--- config.mk ---
export PLATFORM = sky130hd
export DESIGN_NAME = branch_predict_unit
export DESIGN_NICKNAME = d
export VERILOG_FILES = /design/src/rtl/branch_predict_unit.sv
export SDC_FILE = /design/constraint.sdc
export NUM_CORES = 1
export LEC_CHECK = 0
export CAP_MARGIN = 5
export CORE_ASPECT_RATIO = 0.75
export CORE_MARGIN = 2
export CORE_UTILIZATION = 25
export DETAILED_ROUTE_END_ITERATION = 7
export GPL_ROUTABILITY_DRIVEN = 0
export MAX_ROUTING_LAYER = met4
export PLACE_DENSITY = 0.43
export SETUP_SLACK_MARGIN = 0.3
export SYNTH_ARGS = -nofsm -noshare
export SYNTH_HDL_FRONTEND = slang
export SYNTH_SLANG_ARGS = --single-unit
--- constraint.sdc ---
create_clock -name clk -period 4.8 [get_ports clk]
set_clock_uncertainty 0.2 [all_clocks]
set_input_delay 0.72 -clock clk [delete_from_list [all_inputs] [get_ports clk]]
set_output_delay 0.72 -clock clk [all_outputs]
set_load 0.02 [all_outputs]
--- src/rtl/branch_predict_unit.sv ---
// Execute-stage branch resolution with a bimodal predictor of saturating counters.
// Resolves RV32I conditional branches, flags mispredictions, trains the table and keeps statistics.
module branch_predict_unit #(
  parameter int XLEN        = 32,
  parameter int BHT_ENTRIES = 64,
  parameter int CNT_BITS    = 2,
  parameter int INIT_CNT    = 1,
  parameter int STAT_W      = 32
) (
  input  logic              clk,
  input  logic              rst_n,
  input  logic [XLEN-1:0]   f_pc,
  output logic              f_pred_taken,
  input  logic              ex_valid,
  input  logic              ex_stall,
  input  logic              ex_is_branch,
  input  logic [2:0]        ex_funct3,
  input  logic [XLEN-1:0]   ex_rs1,
  input  logic [XLEN-1:0]   ex_rs2,
  input  logic [XLEN-1:0]   ex_pc,
  input  logic [XLEN-1:0]   ex_target,
  input  logic              ex_pred_taken,
  output logic              branchtaken,
  output logic              mispredict,
  output logic [XLEN-1:0]   redirect_pc,
  output logic              illegal_br,
  output logic [STAT_W-1:0] stat_branches,
  output logic [STAT_W-1:0] stat_mispred
);

  localparam int IDX_W = $clog2(BHT_ENTRIES);

  logic [CNT_BITS-1:0] bht [BHT_ENTRIES];

  logic [IDX_W-1:0] f_idx;
  logic [IDX_W-1:0] ex_idx;
  logic             act;
  logic             legal;
  logic             cond;
  logic             upd;

  // Word-aligned PCs: the two low bits never select an entry.
  assign f_idx  = f_pc[IDX_W+1:2];
  assign ex_idx = ex_pc[IDX_W+1:2];

  logic pc_unused;
  assign pc_unused = ^{f_pc[XLEN-1:IDX_W+2], f_pc[1:0]};

  // Read of the registered table; a same-cycle update is not bypassed.
  assign f_pred_taken = bht[f_idx][CNT_BITS-1];

  assign act   = ex_valid & ex_is_branch & ~ex_stall;
  assign legal = (ex_funct3[2:1] != 2'b01);

  always_comb begin
    cond = 1'b0;
    case (ex_funct3)
      3'b000:  cond = (ex_rs1 == ex_rs2);
      3'b001:  cond = (ex_rs1 != ex_rs2);
      3'b100:  cond = ($signed(ex_rs1) <  $signed(ex_rs2));
      3'b101:  cond = ($signed(ex_rs1) >= $signed(ex_rs2));
      3'b110:  cond = (ex_rs1 <  ex_rs2);
      3'b111:  cond = (ex_rs1 >= ex_rs2);
      default: cond = 1'b0;
    endcase
  end

  assign branchtaken = act & legal & cond;
  assign illegal_br  = act & ~legal;
  assign mispredict  = act & legal & (branchtaken != ex_pred_taken);
  assign redirect_pc = branchtaken ? ex_target : ex_pc + XLEN'(4);
  assign upd         = act & legal;

  always_ff @(posedge clk) begin
    if (!rst_n) begin
      for (int i = 0; i < BHT_ENTRIES; i++) begin
        bht[i] <= CNT_BITS'(INIT_CNT);
      end
      stat_branches <= '0;
      stat_mispred  <= '0;
    end else if (upd) begin
      if (branchtaken) begin
        if (bht[ex_idx] != '1) bht[ex_idx] <= bht[ex_idx] + CNT_BITS'(1);
      end else begin
        if (bht[ex_idx] != '0) bht[ex_idx] <= bht[ex_idx] - CNT_BITS'(1);
      end
      if (stat_branches != '1) stat_branches <= stat_branches + STAT_W'(1);
      if (mispredict && (stat_mispred != '1)) stat_mispred <= stat_mispred + STAT_W'(1);
    end
  end

endmodule

==> results of run 1 <==
layout by cell type, fill, tap and decap left out, types with 8 or more instances in the layout:
master           synthesis  layout
nand2_1                177     173
clkdlybuf4s50_1          0     149
edfxtp_1               128     128
o21ai_1                 98      96
nor3_1                  86      84
buf_4                    4      79
dfxtp_1                 64      64
and2_1                  60      60
nand3_1                 45      45
xnor2_1                 45      44
xor2_1                  36      36
nor2_1                  36      35
mux4_2                  34      34
nand4_1                 27      27
dlygate4sd2_1            0      27
mux2i_1                 26      26
a21oi_1                 28      25
inv_2                    3      23
inv_1                   42      21
ha_4                     0      21
dlymetal6s2s_1           0      21
buf_2                   21      19
clkbuf_16                0      18
and3_1                  17      17
ha_1                    35      14
buf_12                   0      13
o21ai_0                 12      11
or3_1                   10      10
nor2b_1                  9       9
or2_1                    9       9
buf_6                    2       9
a22oi_1                  8       8
clkdlybuf4s15_1          0       8
stage by stage:
step / util [%] / instances
2_1_floorplan: - / 1203
3_3_place_gp: 33.14 / 2075
4_1_cts: 35.13 / 2121
6_report: 35.65 / 2128
5_1_grt: 35.65 / 2128
3_5_place_dp: 33.14 / 2075
state kept, by name, summed over array words and instances (netlist names):
signal and cells:
bht 128, stat_branches 32, stat_mispred 32
layout make-up:
cell class / instances / area, µm²
clock inverter: 14 / 188.9
sequential: 192 / 5125
tap: 630 / 788.3
clock buffer: 18 / 429.2
fill: 4718 / 29780
antenna: 5 / 12.51
inverter: 45 / 171.4
multi-input combinational: 895 / 6556
timing repair buffer: 329 / 3228
layer usage:
layer | part of all wire [%] | vias to the layer above
met4 | 1.7 | 0
li1 | - | 4908
met1 | 46 | 5117
met3 | 9.3 | 51
met2 | 43 | 450
met5 | 0 | -
critical path, delay by kind of cell:
family	cells	cell delay, ns
buf+inv	5	1.02
compound gates	2	0.22
xor+xnor	1	0.15
simple gates	4	0.60
mux	2	0.47
fa+ha+maj	1	0.29
timing repair:
item | in CTS | in global routing
pin swaps | 22 | 19
gates resized for setup | 223 | 58
hold endpoints to repair | 0 | 0
cloned | 3 | 1
endpoints found under the setup margin | 34 | 35
buffers inserted | 11 | 1
cells by family (layout without fill, tap and decap cells):
group | Yosys count | in the layout | share of synthesized area [%]
simple gates | 521 | 521 | 23.42
flops | 192 | 192 | 43.47
compound gates | 186 | 186 | 9.074
buf+inv | 116 | 406 | 4.171
xor+xnor | 83 | 83 | 6.389
mux | 70 | 70 | 9.754
fa+ha+maj | 35 | 35 | 3.715
other cells | 0 | 5 | 0
worst min-delay path by stage:
stage	cells after the start	startpoint	slack (ns)	endpoint
global placement	2	stat_mispred[26]$_SDFFE_PN0P_	0.29	stat_mispred[26]$_SDFFE_PN0P_
floorplan	2	stat_mispred[1]$_SDFFE_PN0P_	0.35	stat_mispred[1]$_SDFFE_PN0P_
CTS	2	stat_mispred[26]$_SDFFE_PN0P_	0.30	stat_mispred[26]$_SDFFE_PN0P_
detailed placement	2	stat_mispred[26]$_SDFFE_PN0P_	0.29	stat_mispred[26]$_SDFFE_PN0P_
finish	2	stat_mispred[26]$_SDFFE_PN0P_	0.30	stat_mispred[26]$_SDFFE_PN0P_
global route	2	stat_mispred[1]$_SDFFE_PN0P_	0.34	stat_mispred[1]$_SDFFE_PN0P_
power by group through the flow:
stage	Combinational [mW]	Sequential, mW	Clock [mW]
final	0.797	1.79	1.56
after global routing	0.854	1.80	1.65
after CTS	0.781	1.79	1.59
after detailed placement	0.764	1.83	0
after global placement	0.762	1.83	0
after floorplan	0.378	1.82	0
==> flow_metrics.tcl, run 1 <==
set metrics [dict create \
    outcome "complete, no violations" \
    grt_pass1_wl_mm 67.21 \
    report.final.slew_viol_count 0 \
    seq_area_frac_synth_pct 43.47 \
    timing.rr.end "bht[21][0]$_SDFFCE_PN1P_" \
    yosys.area.top_type_share_pct 32.60 \
    yosysMostFrequentCell "nand2_1" \
    relSlewSlack_pct 38.15 \
    swShare_pct 27.91 \
    async_reset_ff_share_pct 0 \
    use_met2_pct 28.51 \
    first_iter_violations 948 \
    syn_area_per_cell_um2 9.800 \
    top_usage_layer "met2" \
    yosysWarnings 0 \
    htreeDepth 4 \
    viasPerCell 4.946 \
    grt_usage_pct 19.24 \
    p_sw_mw 1.158 \
    worst_r2r_path_depth 11 \
    synth-seq-cells 192 \
    seq_power_share_pct 43.2 \
    portBuffers 242 \
    reg2reg_slack_ns 1.19 \
    start_util_pct 25.47 \
    placed_cell_area_um2 15340 \
    drc 0 \
    dp_slack_ns -0.3287 \
    worstHoldPathType "register to register" \
    crit_path_start "ex_rs1[9]" \
    cts_tree "done" \
    dieArea_um2 48930 \
    cp-endpoint "redirect_pc[1]" \
    synthCells 1203 \
    cts.sinks 192 \
    worst_slack_ns 0.3874 \
    max_cap_viol_count 0 \
    fin_crit_sh_pct 91.93 \
    reg2reg_from "bht[49][0]$_SDFFCE_PN1P_" \
    p_leak_nw 5.815 \
    grt_overflow 0 \
    critPathRequiredTime_ns 3.88 \
    dieHeight_um 192.1 \
    fp.dieW_um 254.7 \
    numCtsBuffers 17 \
    synth_edf_count 128 \
    power_density_nw_per_um2 251.6 \
    synth.distinct_cells 66 \
    coreArea_um2 46280 \
    ys_top_cells_by_area "edfxtp_1 33%, dfxtp_1 11%, mux4_2 6.5%" \
    fin_crit_ns 4.413 \
    ant_nets 0 \
    dp.final_hpwl_mm 32.53 \
    grt_max_degree 85 \
    startpoint_type "input pin" \
    clockRootBuffer "clkbuf_16" \
    cpPeakStageDelay_ns 0.47 \
    rsz0062_at_grt "yes" \
    clock_path_buffers 2 \
    fin_total_pwr_mw 4.151 \
    hold_viol 0 \
    cp_slowest_cell "clkdlybuf4s50_1" \
    clock.fmax_mhz 226.6 \
    synthTopCellsByCount "177 x nand2_1, 128 x edfxtp_1, 98 x o21ai_1" \
    setup.worst_path.class "input pin to output port" \
    use_met1_pct 26.22 \
    finalSetupViolations 0 \
    fin_area_um2 16500 \
    post_drt_wl_per_cell_um 21.75 \
    p_int_mw 2.992 \
    crit_fanout 5 \
    area_delta_synth_final_pct 39.96 \
    crit_chain "clkdlybuf4s50_1, ha_4, nand4_1, nor4_4, nand2_4, xnor2_2, a21oi_1, o21ai_1, buf_4, mux2i_4, nor2_4, buf_12, buf_12, mux2_4, buf_6" \
    ys.flop_type "edfxtp_1" \
    syn_area_um2 11790 \
    yosysTopAreaCell "edfxtp_1" \
    use_met3_pct 4.838 \
    cp-end-kind "output port" \
    finalSetupTns_ns 0 \
    rows 68 \
    totalWireLength_mm 46.28 \
    tightest_slew_ns 0.9255 \
    firstDrtPassIters 5 \
    antenna_found_initial 5 \
    cp_common_cell "buf_12" \
    grt_pass1_vias 10270 \
    p_comb_share_pct 19.2 \
    cts_hold_buf 0 \
    whs_ns 0.3013 \
    ir_drop_mv 0.2586 \
    clk_latency_ns 0.45 \
    vias 10530 \
    p_clk_share_pct 37.6 \
    io_pins 269 \
    layout-drive-gt1-share_pct 19.16 \
    synthesis.nets 1407 \
    arrival_ns 3.49 \
    nets 1684 \
    clk_pin_slew_ns 0.07 \
]
No activity file was read; power rests on OpenSTA's default activity.
==> run 2, diff against run 1 <==
--- a/config.mk
+++ b/config.mk
@@ -5,7 +5,6 @@
 export SDC_FILE = /design/constraint.sdc
 export NUM_CORES = 1
 export LEC_CHECK = 0
-export CAP_MARGIN = 5
 export CORE_ASPECT_RATIO = 0.75
 export CORE_MARGIN = 2
 export CORE_UTILIZATION = 25
==> results of run 2 <==
Final layout, timing and power as in run 1 (identical DEF).
